### src/rtl/fuzz_txn_tracker.sv
// In-order transaction tracker for a fuzzed IP: pairs each IP output with the input
// that caused it, reports latency, and raises sticky hang/spurious/overflow alarms.
module fuzz_txn_tracker #(
  parameter int INPUT_WIDTH    = 256,
  parameter int OUTPUT_WIDTH   = 128,
  parameter int DEPTH          = 4,
  parameter int WATCHDOG_LIMIT = 1000,
  parameter int LAT_W          = 16
) (
  input  logic                     clk,
  input  logic                     rst_n,
  input  logic                     ip_start,
  input  logic [INPUT_WIDTH-1:0]   ip_input,
  input  logic                     ip_out_valid,
  input  logic [OUTPUT_WIDTH-1:0]  ip_out_data,
  input  logic                     clear,
  output logic                     rec_valid,
  output logic [INPUT_WIDTH-1:0]   rec_input,
  output logic [OUTPUT_WIDTH-1:0]  rec_output,
  output logic [LAT_W-1:0]         rec_latency,
  output logic [$clog2(DEPTH):0]   inflight,
  output logic [31:0]              txn_count,
  output logic                     alarm_hang,
  output logic                     alarm_spurious,
  output logic                     alarm_overflow
);

  localparam int PTR_W = $clog2(DEPTH);
  localparam int CNT_W = PTR_W + 1;
  localparam logic [LAT_W-1:0] LIMIT = LAT_W'(WATCHDOG_LIMIT);

  typedef enum logic {ST_RUN, ST_HANG} state_e;

  typedef struct packed {
    logic [INPUT_WIDTH-1:0] data;
    logic [LAT_W-1:0]       ts;
  } entry_t;

  entry_t                  mem_q [DEPTH];
  entry_t                  head;
  state_e                  state_q, state_d;
  logic [PTR_W-1:0]        rd_ptr_q, rd_ptr_d, wr_ptr_q, wr_ptr_d;
  logic [CNT_W-1:0]        count_q, count_d;
  logic [LAT_W-1:0]        ts_q, ts_d, age;
  logic                    rec_valid_q, rec_valid_d;
  logic [INPUT_WIDTH-1:0]  rec_input_q, rec_input_d;
  logic [OUTPUT_WIDTH-1:0] rec_output_q, rec_output_d;
  logic [LAT_W-1:0]        rec_latency_q, rec_latency_d;
  logic [31:0]             txn_q, txn_d;
  logic                    hang_q, hang_d, spur_q, spur_d, ovf_q, ovf_d;
  logic                    empty, full, do_pop, do_push, start_ok;
  logic                    spurious, overflow, hang_hit;

  // NOTE: every always_comb target is given a default first so no path can infer a latch.
  always_comb begin
    state_d       = state_q;
    rd_ptr_d      = rd_ptr_q;
    wr_ptr_d      = wr_ptr_q;
    count_d       = count_q;
    ts_d          = ts_q + LAT_W'(1);
    rec_valid_d   = 1'b0;
    rec_input_d   = rec_input_q;
    rec_output_d  = rec_output_q;
    rec_latency_d = rec_latency_q;
    txn_d         = txn_q;

    head     = mem_q[rd_ptr_q];
    age      = ts_q - head.ts;
    empty    = (count_q == '0);
    full     = (count_q == CNT_W'(DEPTH));
    do_pop   = !clear && ip_out_valid && !empty;
    spurious = !clear && ip_out_valid && empty;
    start_ok = !clear && ip_start && (state_q == ST_RUN);
    // A same-cycle pop frees the slot, so a full FIFO still accepts the push.
    do_push  = start_ok && (!full || do_pop);
    overflow = start_ok && full && !do_pop;
    hang_hit = !clear && (state_q == ST_RUN) && !empty && (age > LIMIT);

    if (do_pop) begin
      rd_ptr_d      = rd_ptr_q + PTR_W'(1);
      rec_valid_d   = 1'b1;
      rec_input_d   = head.data;
      rec_output_d  = ip_out_data;
      rec_latency_d = (state_q == ST_HANG) ? '1 : age;
      txn_d         = txn_q + 32'd1;
    end
    if (do_push) begin
      wr_ptr_d = wr_ptr_q + PTR_W'(1);
    end
    count_d = count_q + CNT_W'(do_push) - CNT_W'(do_pop);
    if (hang_hit) begin
      state_d = ST_HANG;
    end

    hang_d = hang_q | hang_hit;
    spur_d = spur_q | spurious;
    ovf_d  = ovf_q | overflow;

    if (clear) begin
      state_d  = ST_RUN;
      rd_ptr_d = '0;
      wr_ptr_d = '0;
      count_d  = '0;
      hang_d   = 1'b0;
      spur_d   = 1'b0;
      ovf_d    = 1'b0;
    end
  end

  // NOTE: state registers use non-blocking assignments so every flop samples pre-edge values.
  always_ff @(posedge clk or negedge rst_n) begin
    if (!rst_n) begin
      state_q       <= ST_RUN;
      rd_ptr_q      <= '0;
      wr_ptr_q      <= '0;
      count_q       <= '0;
      ts_q          <= '0;
      rec_valid_q   <= 1'b0;
      rec_input_q   <= '0;
      rec_output_q  <= '0;
      rec_latency_q <= '0;
      txn_q         <= '0;
      hang_q        <= 1'b0;
      spur_q        <= 1'b0;
      ovf_q         <= 1'b0;
    end else begin
      state_q       <= state_d;
      rd_ptr_q      <= rd_ptr_d;
      wr_ptr_q      <= wr_ptr_d;
      count_q       <= count_d;
      ts_q          <= ts_d;
      rec_valid_q   <= rec_valid_d;
      rec_input_q   <= rec_input_d;
      rec_output_q  <= rec_output_d;
      rec_latency_q <= rec_latency_d;
      txn_q         <= txn_d;
      hang_q        <= hang_d;
      spur_q        <= spur_d;
      ovf_q         <= ovf_d;
    end
  end

  // NOTE: entry storage is not reset; occupancy gates every read, so stale slots are never used.
  always_ff @(posedge clk) begin
    if (do_push) begin
      mem_q[wr_ptr_q] <= '{data: ip_input, ts: ts_q};
    end
  end

  assign rec_valid      = rec_valid_q;
  assign rec_input      = rec_input_q;
  assign rec_output     = rec_output_q;
  assign rec_latency    = rec_latency_q;
  assign inflight       = count_q;
  assign txn_count      = txn_q;
  assign alarm_hang     = hang_q;
  assign alarm_spurious = spur_q;
  assign alarm_overflow = ovf_q;

endmodule

### config.mk
export PLATFORM = sky130hd
export DESIGN_NAME = fuzz_txn_tracker
export DESIGN_NICKNAME = d
export VERILOG_FILES = /design/src/rtl/fuzz_txn_tracker.sv
export SDC_FILE = /design/constraint.sdc
export NUM_CORES = 2
export LEC_CHECK = 0
export ABC_CLOCK_PERIOD_IN_PS = 8400
export BUFFER_PORTS_ARGS = -buffer_cell sky130_fd_sc_hd__buf_2
export CORE_UTILIZATION = 45
export CTS_CLUSTER_SIZE = 20
export DETAILED_ROUTE_END_ITERATION = 12
export GPL_ROUTABILITY_DRIVEN = 0
export PLACE_DENSITY = 0.65
export RECOVER_POWER = 100
export SYNTH_ARGS = -nofsm -noshare
export SYNTH_HDL_FRONTEND = slang
export SYNTH_SLANG_ARGS = --single-unit
### constraint.sdc
create_clock -name clk -period 8.4 [get_ports clk]
set_input_delay 0 -clock clk [delete_from_list [all_inputs] [get_ports clk]]
set_output_delay 0 -clock clk [all_outputs]
set_load 0.05 [all_outputs]
==> out/qor.yml <==
sta:
  finalCriticalPeriod_ps: 6200
  maxSlewHeadroom_pct: -148
  maxSlewViolCount: 561
  finalSetupViolations: 0
  hold_violations: 0
  max_slew.worst_pin.slew_ps: 3720
  setup-tns-final_ps: 0
  rsz0062_at_grt: "false"
  finalCritPeriodShare_pct: 73.8
  fmax_mhz: 161
  fin_skew_ps: 38.1
route:
  drc: 0
  avgViaCountPerCell: 5.14
  firstDrtPassIters: 5
  wl_um: 147000
  ant_nets: 0
  vias: 35300
  avgRoutedWirePerCell_um: 21.4
  drt_iter0_drc: 2811
clock_tree:
  clk_pin_slew_ps: 60
  cts_made_buffers: 159
  cts_tree: "yes"
  clockBufferDepth: 3
  htreeDepth: 4
  insertion_delay_ps: 790
  clockRootBuffer: "clkbuf_16"
  cts_num_sinks: 1548
synthesis:
  synth_top_area_share_pct: 56.8
  yosys_warnings: 0
  synth.avg_cell_area_um2: 16.6
  syn-num-nets: 3876
  ys_ff_latch: 1548
  synth_area_leaders: "edfxtp_1 (57%), dfrtp_1 (20%), mux4_2 (11%)"
  yosysSeqAreaShare_pct: 76.8
  synth-edff-count: 1088
  syn_inst: 3459
  synth_top_area_cell: "edfxtp_1"
  synth-main-ff-cell: "edfxtp_1"
  ys_types: 54
  netlist_area_mm2: 0.0575
  async_reset_ff_share_pct: 29.7
worst_setup_path:
  critPathSlowestCell: "clkbuf_1"
  path_delay_family: "buffers and inverters"
  worstSetupPathType: "reg2reg"
  critPathRequiredTime_ps: 9100
  critPathMaxStageDelay_ps: 2060
  cp.depth: 7
  r2r_slack_ps: 2200
  crit_chain: "nor3_1, clkbuf_1, or2_4, clkbuf_1, clkbuf_2, nand2_1, nand2_1"
  worstPathArrival_ps: 6890
  r2r_start: "inflight[1]$_DFF_PN0_"
  startpoint: "inflight[1]$_DFF_PN0_"
  worstRegToRegCells: 7
  crit_end: "rec_output[61]$_DFFE_PN0P_"
  cp-end-kind: "flip-flop"
  rr_endpoint: "rec_output[61]$_DFFE_PN0P_"
  crit_buf_inv: 3
  cp-start-kind: "flip-flop"
  path_max_fanout: 92
global_routing:
  grt_overflow: 0
  grt_pass1_vias: 37300
  grt_max_degree: 148
  grt.total_usage_pct: 22.7
  antenna_found_initial: 25
  grt_pass1_wl_um: 225000
place:
  dp_hpwl_um: 81100
  port_buffers: 827
  place_inst: 5811
layout:
  drive_gt1_share_pct: 16.5
  fin_nets: 5484
  synthToLayoutAreaGrowth_pct: 30.9
  fillCellCount: 9476
  final_cell_count_no_fill: 6868
hold_path:
  hold_class: "in2reg"
  hold_path_depth: 4
floorplanning:
  chipHeight_um: 360
  io_pins: 828
  core_mm2: 0.126
  die_area_mm2: 0.129
  rows: 130
  die_w_um: 360
  start_util_pct: 45.6
outcome:
  violations: "max-capacitance violations, max-slew violations"
  status: "complete, but fails checks"
pwr:
  leakagePower_nw: 28.9
  p_per_area_mw_per_mm2: 328
  ir_drop_v: 0.000295
flow_run:
  max-cap-violations: 10
flip-flops by register name, indices dropped and copies added, names as in the netlist:
register and flops:
inflight 3, rd_ptr_q 2, alarm_hang 1, alarm_spurious 1
rec_input 256, rec_output 128, txn_count 32, alarm_overflow 1
state_q 1, mem_q 1088, ts_q 16, wr_ptr_q 2
rec_latency 16, rec_valid 1
worst register-to-register path, cell delays in order, from the launching register on:
cell      delay (ps)
dfrtp_1          450
nor3_1           220
clkbuf_1         430
or2_4            650
clkbuf_1        2070
clkbuf_2        1710
nand2_1          430
nand2_1          180
worst min-delay path by stage:
stage	start	endpoint	slack, ps
after global placement	rst_n	rec_output[97]$_DFFE_PN0P_	-30
after CTS	ip_input[181]	mem_q[0][197]$_DFFE_PP_	0.6
after global routing	ip_out_data[29]	rec_output[29]$_DFFE_PN0P_	70
final	ip_out_data[114]	rec_output[114]$_DFFE_PN0P_	60
after floorplan	rst_n	alarm_hang$_DFF_PN0_	-300
after detailed placement	rst_n	rec_output[72]$_DFFE_PN0P_	-30
report_power, final:
group          leakage (nW)  total (W)  switching, W  internal (W)
sequential             15.7     0.0101      0.000678       0.00940
clock                  2.46    0.00679       0.00295       0.00384
combinational          10.8    0.00781       0.00579       0.00201
total                  28.9     0.0247       0.00942        0.0153
layout make-up:
class	instances	area [um^2]	area share, %
Antenna cell	16	40.0	0.0531
Clock buffer	231	4410	5.86
Clock inverter	65	642	0.852
Inverter	28	113	0.149
Multi-Input combinational cell	1729	12500	16.6
Sequential cell	1548	44200	58.7
Tap cell	1650	2060	2.74
Timing Repair Buffer	1601	11300	15.1
cells by family (layout without fill, tap and decap cells):
family                     after synthesis  in the layout  synth area share (%)
AOI/OAI and AO/OA                       60             60                 0.698
other                                    0             16                     0
and+or+nand+nor                       1304           1304                  8.95
DFF                                   1548           1548                  76.8
xor gates and xnor gates                64             64                 0.974
adders and majority gates               28             28                 0.635
muxes                                  273            273                  10.7
buffers and inverters                  182           1925                  1.29
placed cells by master (no fill, tap or decap), types with 18 or more instances in the layout:
master	n
nor2_1	43
buf_2	331
xnor2_1	40
nand2_1	1189
edfxtp_1	1088
dfrtp_1	458
a21oi_1	20
clkbuf_16	160
inv_1	27
xor2_1	24
dlygate4sd3_1	744
clkinv_1	18
clkinv_2	22
mux4_2	272
ha_1	26
clkbuf_1	557
per-stage QoR:
step	utilization (%)	hold slack [ps]	power, W	setup WS, ps	instance area [um^2]
6_report	59.7	57.1	0.0247	2200	75300
5_1_grt	59.7	67.6	0.0257	1760	75300
4_1_cts	60.3	0.626	0.0250	3880	76100
3_5_place_dp	50.3	-32.2	0.0179	3900	63500
3_3_place_gp	50.3	-32.4	0.0178	4020	63500
2_1_floorplan	-	-296	0.0158	63.5	57500
synthesized netlist by cell type (11+ instances only):
| cell | n |
|---|---|
| xnor2_1 | 40 |
| buf_2 | 45 |
| nand4_1 | 11 |
| edfxtp_1 | 1088 |
| mux4_2 | 272 |
| nand3_1 | 15 |
| inv_1 | 28 |
| ha_1 | 26 |
| clkbuf_1 | 78 |
| nand2_1 | 1188 |
| nor2_1 | 41 |
| a21oi_1 | 20 |
| xor2_1 | 24 |
| dfrtp_1 | 460 |
| buf_1 | 31 |
metal layers:
metal | routed length (um) | vias up | track usage (%)
met3 | 10400 | 350 | 6.15
met5 | 107 | - | 0
li1 | - | 15800 | -
met2 | 73500 | 1205 | 37.9
met4 | 6220 | 18 | 9.93
met1 | 56500 | 17900 | 27.7
timing repair:
item / 4_1_cts / 5_1_grt
setup buffers: 0 / 0
hold buffers: 744 / 1
resized for setup: 0 / 0
hold endpoints to repair: 1524 / 1
Note: power is estimated with default switching activity, not from simulation.
